==> config.mk <==
export PLATFORM = sky130hd
export DESIGN_NAME = rev_serial_squarer
export DESIGN_NICKNAME = d
export VERILOG_FILES = /design/src/rtl/rev_serial_squarer.sv
export SDC_FILE = /design/constraint.sdc
export NUM_CORES = 1
export LEC_CHECK = 0
export CORE_ASPECT_RATIO = 0.6
export CORE_MARGIN = 5
export CORE_UTILIZATION = 41
export CTS_CLUSTER_DIAMETER = 100
export DETAILED_ROUTE_END_ITERATION = 8
export HOLD_SLACK_MARGIN = 0.15
export PLACE_DENSITY = 0.68
export SETUP_SLACK_MARGIN = 0.1
export SYNTH_ARGS = -nofsm -noshare
export SYNTH_HDL_FRONTEND = slang
export SYNTH_SLANG_ARGS = --single-unit
==> constraint.sdc <==
create_clock -name clk -period 2.5 [get_ports clk]
set_input_delay 0.375 -clock clk [delete_from_list [all_inputs] [get_ports clk]]
set_output_delay 0.375 -clock clk [all_outputs]
set_load 0.01 [all_outputs]
==> src/rtl/rev_serial_squarer.sv <==
// rev_serial_squarer: shift-and-add squarer; one partial-product add per clock through a
// ripple chain of reversible full adders, with valid/ready on operand and result sides.
module rev_full_adder (
   input  logic a,
   input  logic b,
   input  logic cin,
   input  logic anc,
   output logic sum,
   output logic cout,
   output logic g1,
   output logic g2
);
   assign g1   = a;
   assign g2   = a ^ b;
   assign sum  = a ^ b ^ cin;
   assign cout = (a & b) ^ anc ^ ((a ^ b) & cin);
endmodule

module rev_serial_squarer #(
   parameter int WIDTH = 4
) (
   input  logic               clk,
   input  logic               rst,
   input  logic               in_valid,
   output logic               in_ready,
   input  logic [WIDTH-1:0]   in_a,
   output logic               out_valid,
   input  logic               out_ready,
   output logic [2*WIDTH-1:0] out_sq,
   output logic               busy
);
   localparam int CW = $clog2(WIDTH);
   localparam logic [CW-1:0] CNT_LAST = CW'(WIDTH - 1);

   typedef enum logic [1:0] {IDLE, RUN, DONE} state_t;

   state_t             state_q, state_d;
   logic [2*WIDTH:0]   acc_q, acc_d;
   logic [WIDTH-1:0]   opnd_q, opnd_d;
   logic [CW-1:0]      cnt_q, cnt_d;
   logic [WIDTH-1:0]   sum;
   logic [WIDTH:0]     carry;
   logic [WIDTH:0]     hi_next;
   logic [2*WIDTH:0]   acc_step;
   logic               accept, last;

   assign carry[0] = 1'b0;

   // hi[WIDTH-1:0] + opnd; the final carry becomes hi[WIDTH]
   genvar i;
   for (i = 0; i < WIDTH; i++) begin : g_fa
      rev_full_adder u_fa (
         .a    (acc_q[WIDTH+i]),
         .b    (opnd_q[i]),
         .cin  (carry[i]),
         .anc  (1'b0),
         .sum  (sum[i]),
         .cout (carry[i+1]),
         .g1   (),
         .g2   ()
      );
   end

   always_comb begin
      hi_next  = acc_q[0] ? {carry[WIDTH], sum} : acc_q[2*WIDTH:WIDTH];
      acc_step = {hi_next, acc_q[WIDTH-1:0]} >> 1;
      accept   = (state_q == IDLE) && in_valid;
      last     = (state_q == RUN) && (cnt_q == CNT_LAST);
   end

   always_ff @(posedge clk) begin
      if (rst) state_q <= IDLE;
      else     state_q <= state_d;
   end

   always_ff @(posedge clk) begin
      if (rst) begin
         acc_q  <= '0;
         opnd_q <= '0;
         cnt_q  <= '0;
      end else begin
         acc_q  <= acc_d;
         opnd_q <= opnd_d;
         cnt_q  <= cnt_d;
      end
   end

   always_comb begin
      state_d = accept ? RUN
              : last ? DONE
              : ((state_q == DONE) && out_ready) ? IDLE
              : state_q;
      acc_d   = accept ? {{(WIDTH+1){1'b0}}, in_a} : (state_q == RUN) ? acc_step : acc_q;
      opnd_d  = accept ? in_a : opnd_q;
      cnt_d   = accept ? '0 : (state_q == RUN) ? cnt_q + CW'(1) : cnt_q;
   end

   always_comb begin
      in_ready  = state_q == IDLE;
      out_valid = state_q == DONE;
      busy      = state_q != IDLE;
      out_sq    = out_valid ? acc_q[2*WIDTH-1:0] : '0;
   end
endmodule

==> results of run 1 <==
cell families after synthesis:
logic type,count (synthesis),share of synthesized area [%]
mux,9,10.4
fa+ha+maj,5,9.34
compound gates,13,11.4
xor+xnor,1,0.962
buf+inv,8,6.87
simple gates,40,25.8
flops,16,35.2
sequential cells by signal, summed over array words and instances (netlist names):
name / flops
cnt_q: 2
state_q: 2
opnd_q: 4
acc_q: 8
stage by stage:
stage	hold WS, ns	cells
after floorplan	0.467	92
after global placement	0.483	136
after detailed placement	0.493	136
after CTS	0.502	140
after global routing	0.536	140
final	0.506	140
report_power, final:
part	internal [mW]	switching [mW]	total, mW
Sequential	0.272	0.0153	0.287
Clock	0.140	0.0901	0.230
Combinational	0.0550	0.0485	0.104
Total	0.466	0.154	0.620
per-layer routing:
metal  track usage, %  wire length, µm
met5                0                0
met3             5.66              108
met2             18.8              701
met4             2.25               11
met1             15.9              902
layout make-up:
| type | instances | area, µm² | area share, % |
|---|---|---|---|
| Clock buffer | 4 | 55.1 | 4.80 |
| Inverter | 1 | 3.75 | 0.327 |
| Multi-Input combinational cell | 68 | 528 | 46.0 |
| Sequential cell | 16 | 320 | 27.9 |
| Tap cell | 30 | 37.5 | 3.27 |
| Timing Repair Buffer | 21 | 203 | 17.7 |
cells in the final DEF, fill, tap and decap left out, drive strengths merged, types with 2 or more instances in the layout:
cell type	synthesis	layout
or3b	3	3
clkdlybuf4s50	0	18
ha	2	2
dfxtp	16	16
clkbuf	1	4
and2b	2	2
nand2b	6	6
nor2	15	15
buf	6	3
fa	3	3
mux2i	8	8
a211oi	3	3
and2	8	8
a21oi	6	6
nor3	3	3
worst max-delay path: stages (launching register included):
cell and delay [ns]:
sky130_fd_sc_hd__dfxtp_1 0.33, sky130_fd_sc_hd__ha_1 0.20, sky130_fd_sc_hd__fa_1 0.39, sky130_fd_sc_hd__fa_1 0.38, sky130_fd_sc_hd__fa_1 0.49, sky130_fd_sc_hd__mux2i_1 0.08
sky130_fd_sc_hd__a211oi_2 0.21
worst paths after layout:
kind	start	end	slack, ns	cells past startpoint
hold reg to reg	acc_q[1]	acc_q[1]	0.51	2
setup reg to reg	acc_q[4]	acc_q[6]	0.35	6
setup / recovery	acc_q[4]	acc_q[6]	0.35	6
hold / removal	acc_q[1]	acc_q[1]	0.51	2
==> flow_results.xml, run 1 <==
<?xml version="1.0" encoding="UTF-8"?>
<metrics>
  <group name="critical_path">
    <metric name="critical_path_arrival" unit="ns">2.33</metric>
    <metric name="critical_path_required" unit="ns">2.68</metric>
    <metric name="critical_path_class" unit="">register to register</metric>
    <metric name="endpoint_kind" unit="">register</metric>
    <metric name="worstPathMaxFanout" unit="">4</metric>
    <metric name="critical_path.startpoint_type" unit="">register</metric>
  </group>
  <group name="grt">
    <metric name="antenna_found_initial" unit="">0</metric>
    <metric name="largest_net_degree_at_the_start_of_global_routing" unit="">14</metric>
    <metric name="grt.overflow.total" unit="">0</metric>
    <metric name="grt_first_pass_wirelength" unit="µm">3040</metric>
    <metric name="global_route.usage.total" unit="%">12.2</metric>
    <metric name="first_global_vias" unit="">655</metric>
  </group>
  <group name="logic_synthesis">
    <metric name="synth.top_cells.by_area" unit="">sky130_fd_sc_hd__dfxtp_1, sky130_fd_sc_hd__mux2i_1, sky130_fd_sc_hd__fa_1</metric>
    <metric name="synth.top_cells.by_count" unit="">sky130_fd_sc_hd__dfxtp_1, sky130_fd_sc_hd__nor2_1, sky130_fd_sc_hd__and2_1, sky130_fd_sc_hd__mux2i_1, sky130_fd_sc_hd__nand2b_1</metric>
    <metric name="synth.yosys.warnings" unit="">0</metric>
    <metric name="cell_area_after_technology_mapping" unit="µm²">911</metric>
    <metric name="postSynth.topFlopCell" unit="">sky130_fd_sc_hd__dfxtp_1</metric>
    <metric name="synth_cell_type_count" unit="">28</metric>
    <metric name="synth.most_common_cell" unit="">sky130_fd_sc_hd__dfxtp_1</metric>
    <metric name="netlist.area_leader.share" unit="%">35.2</metric>
    <metric name="postSynthRegisterBits" unit="">16</metric>
    <metric name="synth_enable_flop_cells" unit="">0</metric>
    <metric name="cells_after_synth" unit="">92</metric>
    <metric name="postSynthNetCount" unit="">105</metric>
    <metric name="yosysSeqAreaShare" unit="%">35.2</metric>
    <metric name="most_area_hungry_cell_type_in_the_yosys_netlist" unit="">sky130_fd_sc_hd__dfxtp_1</metric>
    <metric name="async_reset_ff_share" unit="%">0</metric>
    <metric name="synthesis.area_per_instance" unit="µm²">9.90</metric>
  </group>
  <group name="sta">
    <metric name="max_freq" unit="MHz">465</metric>
    <metric name="timing.final.crit_share" unit="%">86.1</metric>
    <metric name="final-max-slew-violation-count" unit="">0</metric>
    <metric name="final_hold_fails" unit="">0</metric>
    <metric name="max-slew-margin-rel" unit="%">69.4</metric>
    <metric name="postLayoutSetupSlackWorst" unit="ns">0.347</metric>
    <metric name="tns" unit="ns">0</metric>
    <metric name="setup_viol" unit="">0</metric>
    <metric name="grt_setup_unrepaired" unit="">false</metric>
    <metric name="period_minus_slack" unit="ns">2.15</metric>
    <metric name="worst_pin_slew" unit="ns">0.459</metric>
    <metric name="fin_worst_skew" unit="ns">0.00152</metric>
  </group>
  <group name="cells_and_area">
    <metric name="cell_area_after_layout" unit="µm²">1150</metric>
    <metric name="layout-area-overhead-vs-synth" unit="%">26.0</metric>
    <metric name="final_layout_size_suffix_gt1_share" unit="%">15.5</metric>
    <metric name="layout.core_utilization" unit="%">53.4</metric>
    <metric name="fill_cells" unit="">222</metric>
    <metric name="antennaDiodeCount" unit="">0</metric>
    <metric name="fin_nets" unit="">124</metric>
  </group>
  <group name="clocking">
    <metric name="cts.repair.resized" unit="">0</metric>
    <metric name="cts_setup_buffers" unit="">0</metric>
    <metric name="clk_root_buffer_cell" unit="">sky130_fd_sc_hd__clkbuf_8</metric>
    <metric name="cts.htree.levels" unit="">1</metric>
    <metric name="clk_latency_worst_skew_pair" unit="ns">0.25</metric>
    <metric name="tritoncts_sinks" unit="">16</metric>
    <metric name="cts-root-to-sink-buffers" unit="">2</metric>
    <metric name="cts_tree" unit="">yes</metric>
    <metric name="tritoncts.num_buffers" unit="">3</metric>
    <metric name="register_clock_pin_slew_on_the_reported_worst_setup_and_hold_paths" unit="ns">0.06</metric>
    <metric name="cts-hold-fix-buffers" unit="">0</metric>
  </group>
  <group name="place">
    <metric name="globalplace.congestion" unit="">0.728</metric>
    <metric name="place_ws" unit="ns">0.337</metric>
    <metric name="portBuffers" unit="">18</metric>
    <metric name="dpl-instance-area" unit="µm²">1090</metric>
    <metric name="dpl.hpwl" unit="µm">1300</metric>
  </group>
  <group name="routing">
    <metric name="antenna_left" unit="">0</metric>
    <metric name="routedWlPerCell" unit="µm">12.3</metric>
    <metric name="vias_per_cell" unit="">4.87</metric>
    <metric name="first_iter_violations" unit="">34</metric>
    <metric name="dr.pass1.iters" unit="">5</metric>
    <metric name="number_of_design_rule_violations_left_after_detail_routing" unit="">0</metric>
    <metric name="dr_total_vias" unit="">682</metric>
    <metric name="finalWirelength" unit="µm">1720</metric>
  </group>
  <group name="floorplan">
    <metric name="initial_utilization" unit="%">42.4</metric>
    <metric name="die_width" unit="µm">70.9</metric>
    <metric name="num_io_pins" unit="">19</metric>
    <metric name="floorplan.rows" unit="">13</metric>
    <metric name="die_area" unit="µm²">3300</metric>
    <metric name="die-height" unit="µm">46.5</metric>
    <metric name="design.core.area" unit="µm²">2150</metric>
  </group>
  <group name="pwr">
    <metric name="irDropWorstVdd" unit="mV">0.280</metric>
    <metric name="p_leak" unit="nW">0.453</metric>
    <metric name="power.density_cell_area" unit="nW/µm²">541</metric>
    <metric name="total_power" unit="mW">0.620</metric>
  </group>
  <group name="min_path">
    <metric name="min-delay-path-class" unit="">register to register</metric>
  </group>
  <group name="job">
    <metric name="drv.max_cap_violation_count" unit="">0</metric>
  </group>
  <group name="run_status">
    <metric name="status" unit="">completed</metric>
  </group>
</metrics>
Power figures use the tool's default switching activity.
==> inputs of run 2 (changes only) <==
PLACE_DENSITY = not set   (was 0.68)
PLACE_DENSITY_LB_ADDON = 0.3   (was not set)
==> flow_results.xml, run 2 (synthesized netlist as in run 1, its figures left out) <==
<?xml version="1.0" encoding="UTF-8"?>
<metrics>
  <group name="run_status">
    <metric name="status" unit="">completed</metric>
  </group>
  <group name="clocking">
    <metric name="clk_latency_worst_skew_pair" unit="ns">0.25</metric>
    <metric name="tritoncts_sinks" unit="">16</metric>
    <metric name="cts-root-to-sink-buffers" unit="">2</metric>
    <metric name="cts_setup_buffers" unit="">0</metric>
    <metric name="cts.htree.levels" unit="">1</metric>
    <metric name="register_clock_pin_slew_on_the_reported_worst_setup_and_hold_paths" unit="ns">0.07</metric>
    <metric name="tritoncts.num_buffers" unit="">3</metric>
    <metric name="cts.repair.resized" unit="">0</metric>
    <metric name="cts_tree" unit="">yes</metric>
    <metric name="clk_root_buffer_cell" unit="">sky130_fd_sc_hd__clkbuf_8</metric>
    <metric name="cts-hold-fix-buffers" unit="">0</metric>
  </group>
  <group name="routing">
    <metric name="wl_met3" unit="µm">120</metric>
    <metric name="finalWirelength" unit="µm">1720</metric>
    <metric name="number_of_design_rule_violations_left_after_detail_routing" unit="">0</metric>
    <metric name="top_layer" unit="">met4</metric>
    <metric name="first_iter_violations" unit="">27</metric>
    <metric name="vias_per_cell" unit="">4.76</metric>
    <metric name="routedWlPerCell" unit="µm">12.4</metric>
    <metric name="dr.pass1.iters" unit="">4</metric>
    <metric name="wl_met2" unit="µm">756</metric>
    <metric name="antenna_left" unit="">0</metric>
    <metric name="dr_total_vias" unit="">657</metric>
    <metric name="met1Wirelength" unit="µm">825</metric>
  </group>
  <group name="sta">
    <metric name="postLayoutSetupSlackWorst" unit="ns">0.271</metric>
    <metric name="max_freq" unit="MHz">449</metric>
    <metric name="final_hold_fails" unit="">0</metric>
    <metric name="tns" unit="ns">0</metric>
    <metric name="setup_viol" unit="">0</metric>
    <metric name="fin_worst_skew" unit="ns">0.00506</metric>
    <metric name="timing.final.crit_share" unit="%">89.2</metric>
    <metric name="period_minus_slack" unit="ns">2.23</metric>
    <metric name="final-max-slew-violation-count" unit="">0</metric>
    <metric name="grt_setup_unrepaired" unit="">false</metric>
    <metric name="worst_pin_slew" unit="ns">0.459</metric>
    <metric name="max-slew-margin-rel" unit="%">69.4</metric>
  </group>
  <group name="floorplan">
    <metric name="die_width" unit="µm">70.9</metric>
    <metric name="initial_utilization" unit="%">42.4</metric>
    <metric name="die-height" unit="µm">46.5</metric>
    <metric name="floorplan.rows" unit="">13</metric>
    <metric name="die_area" unit="µm²">3300</metric>
    <metric name="num_io_pins" unit="">19</metric>
    <metric name="design.core.area" unit="µm²">2150</metric>
  </group>
  <group name="grt">
    <metric name="grt_first_pass_wirelength" unit="µm">3020</metric>
    <metric name="antenna_found_initial" unit="">0</metric>
    <metric name="largest_net_degree_at_the_start_of_global_routing" unit="">15</metric>
    <metric name="global_route.usage.total" unit="%">12.3</metric>
    <metric name="first_global_vias" unit="">662</metric>
    <metric name="grt.overflow.total" unit="">0</metric>
  </group>
  <group name="pwr">
    <metric name="total_power" unit="mW">0.615</metric>
    <metric name="irDropWorstVdd" unit="mV">0.433</metric>
    <metric name="p_leak" unit="nW">0.443</metric>
    <metric name="power.density_cell_area" unit="nW/µm²">544</metric>
  </group>
  <group name="cells_and_area">
    <metric name="largest_register_ffs" unit="">8</metric>
    <metric name="fin_nets" unit="">122</metric>
    <metric name="final_layout_size_suffix_gt1_share" unit="%">13.9</metric>
    <metric name="commonest_non_fill_non_tap_cell_in_the_layout" unit="">sky130_fd_sc_hd__clkdlybuf4s50_1</metric>
    <metric name="layout-area-overhead-vs-synth" unit="%">24.3</metric>
    <metric name="mostFrequentLayoutCells" unit="">sky130_fd_sc_hd__clkdlybuf4s50_1, sky130_fd_sc_hd__dfxtp_1, sky130_fd_sc_hd__nor2_1, sky130_fd_sc_hd__and2_1, sky130_fd_sc_hd__mux2i_1</metric>
    <metric name="regs_by_ff_count" unit="">acc_q (8), opnd_q (4)</metric>
    <metric name="antennaDiodeCount" unit="">0</metric>
    <metric name="regMostFlops" unit="">acc_q</metric>
  </group>
  <group name="critical_path">
    <metric name="r2r-end" unit="">acc_q[6]</metric>
    <metric name="endpoint_kind" unit="">output port</metric>
    <metric name="worst-r2r-setup-slack" unit="ns">0.35</metric>
    <metric name="timing.reg2reg.worst_path_depth" unit="">6</metric>
    <metric name="critical_path.startpoint_type" unit="">register</metric>
    <metric name="crit-reg2reg-launch" unit="">acc_q[4]</metric>
    <metric name="worstPathMaxFanout" unit="">14</metric>
    <metric name="critical_path_arrival" unit="ns">1.85</metric>
    <metric name="critical_path_class" unit="">register to output port</metric>
    <metric name="critical_path_required" unit="ns">2.12</metric>
  </group>
  <group name="min_path">
    <metric name="holdPathEnd" unit="">acc_q[1]</metric>
    <metric name="hold_depth" unit="">2</metric>
    <metric name="min-delay-path-class" unit="">register to register</metric>
    <metric name="timing.hold.worst.start" unit="">acc_q[1]</metric>
  </group>
  <group name="place">
    <metric name="dpl.hpwl" unit="µm">1330</metric>
    <metric name="portBuffers" unit="">18</metric>
    <metric name="place_ws" unit="ns">0.332</metric>
    <metric name="globalplace.congestion" unit="">0.766</metric>
  </group>
  <group name="job">
    <metric name="drv.max_cap_violation_count" unit="">0</metric>
  </group>
</metrics>
## run 2: layout make-up
cell class / count / area (µm²)
fill: 223 / 1010
multi-input combinational: 68 / 528
sequential: 16 / 320
timing repair buffer: 19 / 188
clock buffer: 4 / 55.1
tap: 30 / 37.5
inverter: 1 / 3.75
## run 2: worst max path at each step
| stage | startpoint | endpoint | slack, ns | cells past startpoint |
|---|---|---|---|---|
| final | state_q[0] | out_sq[2] | 0.27 | 3 |
| after global routing | state_q[0] | out_sq[1] | 0.16 | 3 |
| after CTS | state_q[0] | out_sq[1] | 0.25 | 3 |
| after detailed placement | acc_q[4] | acc_q[6] | 0.33 | 6 |
| after global placement | acc_q[4] | acc_q[6] | 0.39 | 6 |
| after floorplan | acc_q[4] | acc_q[6] | 0.44 | 6 |
## run 2: through the flow
| step | cells | util [%] | hold WS, ns | cell area, µm² |
|---|---|---|---|---|
| floorplan | 92 | - | 0.467 | 911 |
| global placement | 134 | 50.2 | 0.483 | 1080 |
| detailed placement | 134 | 50.2 | 0.488 | 1080 |
| CTS | 138 | 52.7 | 0.501 | 1130 |
| global route | 138 | 52.7 | 0.534 | 1130 |
| finish | 138 | 52.7 | 0.500 | 1130 |
## run 2: report_power, final
part / leakage [nW] / switching (mW) / total, mW / internal (mW)
logic: 0.283 / 0.0430 / 0.0948 / 0.0518
clock network: 0.0288 / 0.0895 / 0.229 / 0.140
registers: 0.131 / 0.0199 / 0.292 / 0.272
total: 0.443 / 0.152 / 0.615 / 0.463
## run 2: layer usage
layer | track usage (%) | vias up
li1 | - | 339
met1 | 15.5 | 298
met2 | 19.5 | 18
met3 | 5.45 | 2
met4 | 3.37 | 0
met5 | 0 | -
## run 2: worst max-delay path, stage by stage (launching register included)
cell and delay (ns):
sky130_fd_sc_hd__dfxtp_1 0.60, sky130_fd_sc_hd__and2b_1 0.34, sky130_fd_sc_hd__and2_1 0.19, sky130_fd_sc_hd__clkdlybuf4s50_1 0.47
==> inputs of run 3 (changes only) <==
ABC_AREA = 1   (was not set)
CORE_ASPECT_RATIO = not set   (was 0.6)
==> flow_results.xml, run 3 <==
<?xml version="1.0" encoding="UTF-8"?>
<metrics>
  <group name="cells_and_area">
    <metric name="largest_register_ffs" unit="">8</metric>
    <metric name="final_layout_size_suffix_gt1_share" unit="%">6.67</metric>
    <metric name="cell_area_after_layout" unit="µm²">1060</metric>
    <metric name="finalNonFillerCells" unit="">162</metric>
    <metric name="fill_cells" unit="">201</metric>
    <metric name="commonest_non_fill_non_tap_cell_in_the_layout" unit="">sky130_fd_sc_hd__nand2_1</metric>
    <metric name="fin_nets" unit="">150</metric>
    <metric name="regs_by_ff_count" unit="">acc_q (8), opnd_q (4)</metric>
    <metric name="layout-area-overhead-vs-synth" unit="%">28.3</metric>
    <metric name="mostFrequentLayoutCells" unit="">sky130_fd_sc_hd__nand2_1, sky130_fd_sc_hd__nor2_1, sky130_fd_sc_hd__clkdlybuf4s50_1, sky130_fd_sc_hd__dfxtp_1, sky130_fd_sc_hd__inv_1</metric>
    <metric name="antennaDiodeCount" unit="">0</metric>
    <metric name="regMostFlops" unit="">acc_q</metric>
  </group>
  <group name="min_path">
    <metric name="hold_depth" unit="">2</metric>
    <metric name="min-delay-path-class" unit="">register to register</metric>
    <metric name="holdPathEnd" unit="">cnt_q[1]</metric>
    <metric name="timing.hold.worst.start" unit="">cnt_q[1]</metric>
  </group>
  <group name="critical_path">
    <metric name="critical_path_arrival" unit="ns">1.78</metric>
    <metric name="path_cells" unit="">inv_2 -&gt; nor2_1 -&gt; inv_1 -&gt; nor2_1 -&gt; clkdlybuf4s50_1</metric>
    <metric name="critical-path-top-cell-by-count" unit="">sky130_fd_sc_hd__nor2_1</metric>
    <metric name="endpoint_kind" unit="">output port</metric>
    <metric name="critical_path_class" unit="">register to output port</metric>
    <metric name="critical_path_required" unit="ns">2.12</metric>
    <metric name="worst_path_max_delay_cell" unit="">sky130_fd_sc_hd__clkdlybuf4s50_1</metric>
    <metric name="timing.reg2reg.worst_path_depth" unit="">6</metric>
    <metric name="worst-r2r-setup-slack" unit="ns">0.35</metric>
    <metric name="r2r-end" unit="">acc_q[6]</metric>
    <metric name="cpPeakStageDelay" unit="ns">0.54</metric>
    <metric name="worstPathMaxFanout" unit="">8</metric>
    <metric name="critical_path.startpoint_type" unit="">register</metric>
    <metric name="crit-reg2reg-launch" unit="">acc_q[4]</metric>
  </group>
  <group name="sta">
    <metric name="final_hold_fails" unit="">0</metric>
    <metric name="setup_viol" unit="">0</metric>
    <metric name="timing.final.crit_share" unit="%">86.3</metric>
    <metric name="period_minus_slack" unit="ns">2.16</metric>
    <metric name="max-slew-margin-rel" unit="%">79.0</metric>
    <metric name="tns" unit="ns">0</metric>
    <metric name="worst_pin_slew" unit="ns">0.314</metric>
    <metric name="fin_worst_skew" unit="ns">0.00254</metric>
    <metric name="hold_ws" unit="ns">0.474</metric>
    <metric name="max_freq" unit="MHz">463</metric>
    <metric name="final-max-slew-violation-count" unit="">0</metric>
    <metric name="grt_setup_unrepaired" unit="">false</metric>
  </group>
  <group name="pwr">
    <metric name="p_leak" unit="nW">0.448</metric>
    <metric name="total_net_switching_power" unit="mW">0.137</metric>
    <metric name="cell_internal_pwr" unit="mW">0.359</metric>
    <metric name="switching_share" unit="%">27.6</metric>
    <metric name="power.density_cell_area" unit="nW/µm²">469</metric>
    <metric name="power.combinational.fraction" unit="%">16.5</metric>
    <metric name="irDropWorstVdd" unit="mV">0.366</metric>
    <metric name="portion_of_total_power_attributed_to_the_clock_network" unit="%">27.2</metric>
    <metric name="share_seq_of_total_power" unit="%">56.2</metric>
  </group>
  <group name="routing">
    <metric name="first_iter_violations" unit="">9</metric>
    <metric name="antenna_left" unit="">0</metric>
    <metric name="number_of_design_rule_violations_left_after_detail_routing" unit="">0</metric>
    <metric name="finalWirelength" unit="µm">1750</metric>
    <metric name="routedWlPerCell" unit="µm">10.8</metric>
    <metric name="dr_total_vias" unit="">741</metric>
    <metric name="vias_per_cell" unit="">4.57</metric>
    <metric name="dr.pass1.iters" unit="">4</metric>
  </group>
  <group name="grt">
    <metric name="grt.overflow.total" unit="">0</metric>
    <metric name="first_global_vias" unit="">730</metric>
    <metric name="largest_net_degree_at_the_start_of_global_routing" unit="">11</metric>
    <metric name="global_route.usage.total" unit="%">14.8</metric>
    <metric name="grt_first_pass_wirelength" unit="µm">3110</metric>
    <metric name="antenna_found_initial" unit="">0</metric>
  </group>
  <group name="place">
    <metric name="portBuffers" unit="">18</metric>
    <metric name="globalplace.congestion" unit="">0.747</metric>
    <metric name="dpl.hpwl" unit="µm">1370</metric>
    <metric name="dp_cells" unit="">159</metric>
    <metric name="dpl-instance-area" unit="µm²">1030</metric>
  </group>
  <group name="floorplan">
    <metric name="num_io_pins" unit="">19</metric>
    <metric name="die_width" unit="µm">54.8</metric>
    <metric name="design.core.area" unit="µm²">1940</metric>
    <metric name="initial_utilization" unit="%">42.4</metric>
    <metric name="die_area" unit="µm²">3000</metric>
    <metric name="floorplan.rows" unit="">16</metric>
    <metric name="die-height" unit="µm">54.8</metric>
  </group>
  <group name="job">
    <metric name="drv.max_cap_violation_count" unit="">0</metric>
  </group>
  <group name="clocking">
    <metric name="register_clock_pin_slew_on_the_reported_worst_setup_and_hold_paths" unit="ns">0.08</metric>
    <metric name="cts_setup_buffers" unit="">0</metric>
    <metric name="cts.htree.levels" unit="">1</metric>
    <metric name="cts_tree" unit="">yes</metric>
    <metric name="tritoncts_sinks" unit="">16</metric>
    <metric name="clk_root_buffer_cell" unit="">sky130_fd_sc_hd__clkbuf_4</metric>
    <metric name="cts-hold-fix-buffers" unit="">0</metric>
    <metric name="cts-root-to-sink-buffers" unit="">2</metric>
    <metric name="tritoncts.num_buffers" unit="">3</metric>
    <metric name="clk_latency_worst_skew_pair" unit="ns">0.29</metric>
    <metric name="cts.repair.resized" unit="">0</metric>
  </group>
  <group name="logic_synthesis">
    <metric name="cell_area_after_technology_mapping" unit="µm²">823</metric>
    <metric name="netlist.area_leader.share" unit="%">38.9</metric>
    <metric name="synth_cell_type_count" unit="">16</metric>
    <metric name="synthesis.area_per_instance" unit="µm²">7.16</metric>
    <metric name="most_area_hungry_cell_type_in_the_yosys_netlist" unit="">sky130_fd_sc_hd__dfxtp_1</metric>
    <metric name="yosysSeqAreaShare" unit="%">38.9</metric>
    <metric name="postSynthNetCount" unit="">128</metric>
    <metric name="postSynthRegisterBits" unit="">16</metric>
    <metric name="synth.top_cells.by_count" unit="">sky130_fd_sc_hd__nand2_1, sky130_fd_sc_hd__nor2_1, sky130_fd_sc_hd__dfxtp_1</metric>
    <metric name="cells_after_synth" unit="">115</metric>
    <metric name="async_reset_ff_share" unit="%">0</metric>
    <metric name="synth.yosys.warnings" unit="">0</metric>
    <metric name="synth_enable_flop_cells" unit="">0</metric>
    <metric name="synth.most_common_cell" unit="">sky130_fd_sc_hd__nand2_1</metric>
    <metric name="synth.top_cells.by_area" unit="">sky130_fd_sc_hd__dfxtp_1, sky130_fd_sc_hd__nand2_1, sky130_fd_sc_hd__nor2_1</metric>
    <metric name="postSynth.topFlopCell" unit="">sky130_fd_sc_hd__dfxtp_1</metric>
  </group>
  <group name="run_status">
    <metric name="status" unit="">completed</metric>
  </group>
</metrics>
run 3: changes by cell type in the layout (fill, tap and decap cells not counted), moves of 3 or more:
cell                       previous run  this run
sky130_fd_sc_hd__o211ai_1             0         3
sky130_fd_sc_hd__nand3_1              1         7
sky130_fd_sc_hd__clkbuf_4             0         3
sky130_fd_sc_hd__nor2_1              13        19
sky130_fd_sc_hd__a21oi_1              5        11
sky130_fd_sc_hd__mux2i_1              8         0
sky130_fd_sc_hd__a211oi_2             3         0
sky130_fd_sc_hd__nand2b_1             6         0
sky130_fd_sc_hd__clkbuf_8             4         0
sky130_fd_sc_hd__nand2_1              0        31
sky130_fd_sc_hd__and2_1               8         0
sky130_fd_sc_hd__nor3_1               3         0
sky130_fd_sc_hd__inv_1                1        14
run 3: layer usage:
metal | wire length, µm | global-route usage [%] | up-vias
li1 | - | - | 399
met1 | 766 | 16.9 | 325
met2 | 879 | 25.4 | 12
met3 | 74 | 4.90 | 5
met4 | 30 | 4.98 | 0
met5 | 0 | 0 | -
run 3: critical path: cells and delay by family (launching register included):
family | cells | cell delay, ns
buffers and inverters | 3 | 0.77
AND/OR/NAND/NOR | 2 | 0.24
flip-flops | 1 | 0.48
run 3: kinds of logic after synthesis:
logic type | after synthesis | share of synthesized area (%)
and+or+nand+nor | 61 | 31.9
buffers and inverters | 17 | 7.75
DFF | 16 | 38.9
AOI/OAI and AO/OA | 15 | 10.0
adders and majority gates | 5 | 10.3
xor gates and xnor gates | 1 | 1.06
run 3: worst max path at each step:
| stage | from | end | slack (ns) | cells after the start |
|---|---|---|---|---|
| CTS | state_q[1] | out_sq[2] | 0.28 | 5 |
| global route | state_q[1] | out_sq[5] | 0.18 | 5 |
| global placement | opnd_q[0] | acc_q[6] | 0.44 | 6 |
| detailed placement | acc_q[4] | acc_q[6] | 0.33 | 6 |
| finish | state_q[1] | out_sq[5] | 0.34 | 5 |
| floorplan | opnd_q[0] | acc_q[6] | 0.48 | 6 |
run 3: power groups by stage:
stage | logic (mW) | clock network, mW | registers (mW)
2_1_floorplan | 0.0525 | 0 | 0.283
3_3_place_gp | 0.0816 | 0 | 0.284
3_5_place_dp | 0.0830 | 0 | 0.285
4_1_cts | 0.0834 | 0.141 | 0.279
5_1_grt | 0.0943 | 0.151 | 0.281
6_report | 0.0819 | 0.135 | 0.279
run 3: final cells by class:
cell class / instances / area, µm² / share of cell area [%]
inverters: 16 / 60.1 / 5.69
multi-input cells: 82 / 439 / 41.6
clock buffers: 3 / 22.5 / 2.13
repair buffers: 18 / 180 / 17.1
flip-flops and latches: 16 / 320 / 30.3
well taps: 27 / 33.8 / 3.20
run 3: stage by stage:
stage,utilization [%],setup slack (ns),total power [mW]
2_1_floorplan,-,0.478,0.335
3_3_place_gp,53.2,0.435,0.366
3_5_place_dp,53.2,0.329,0.368
4_1_cts,54.4,0.285,0.504
5_1_grt,54.4,0.180,0.526
6_report,54.4,0.342,0.496
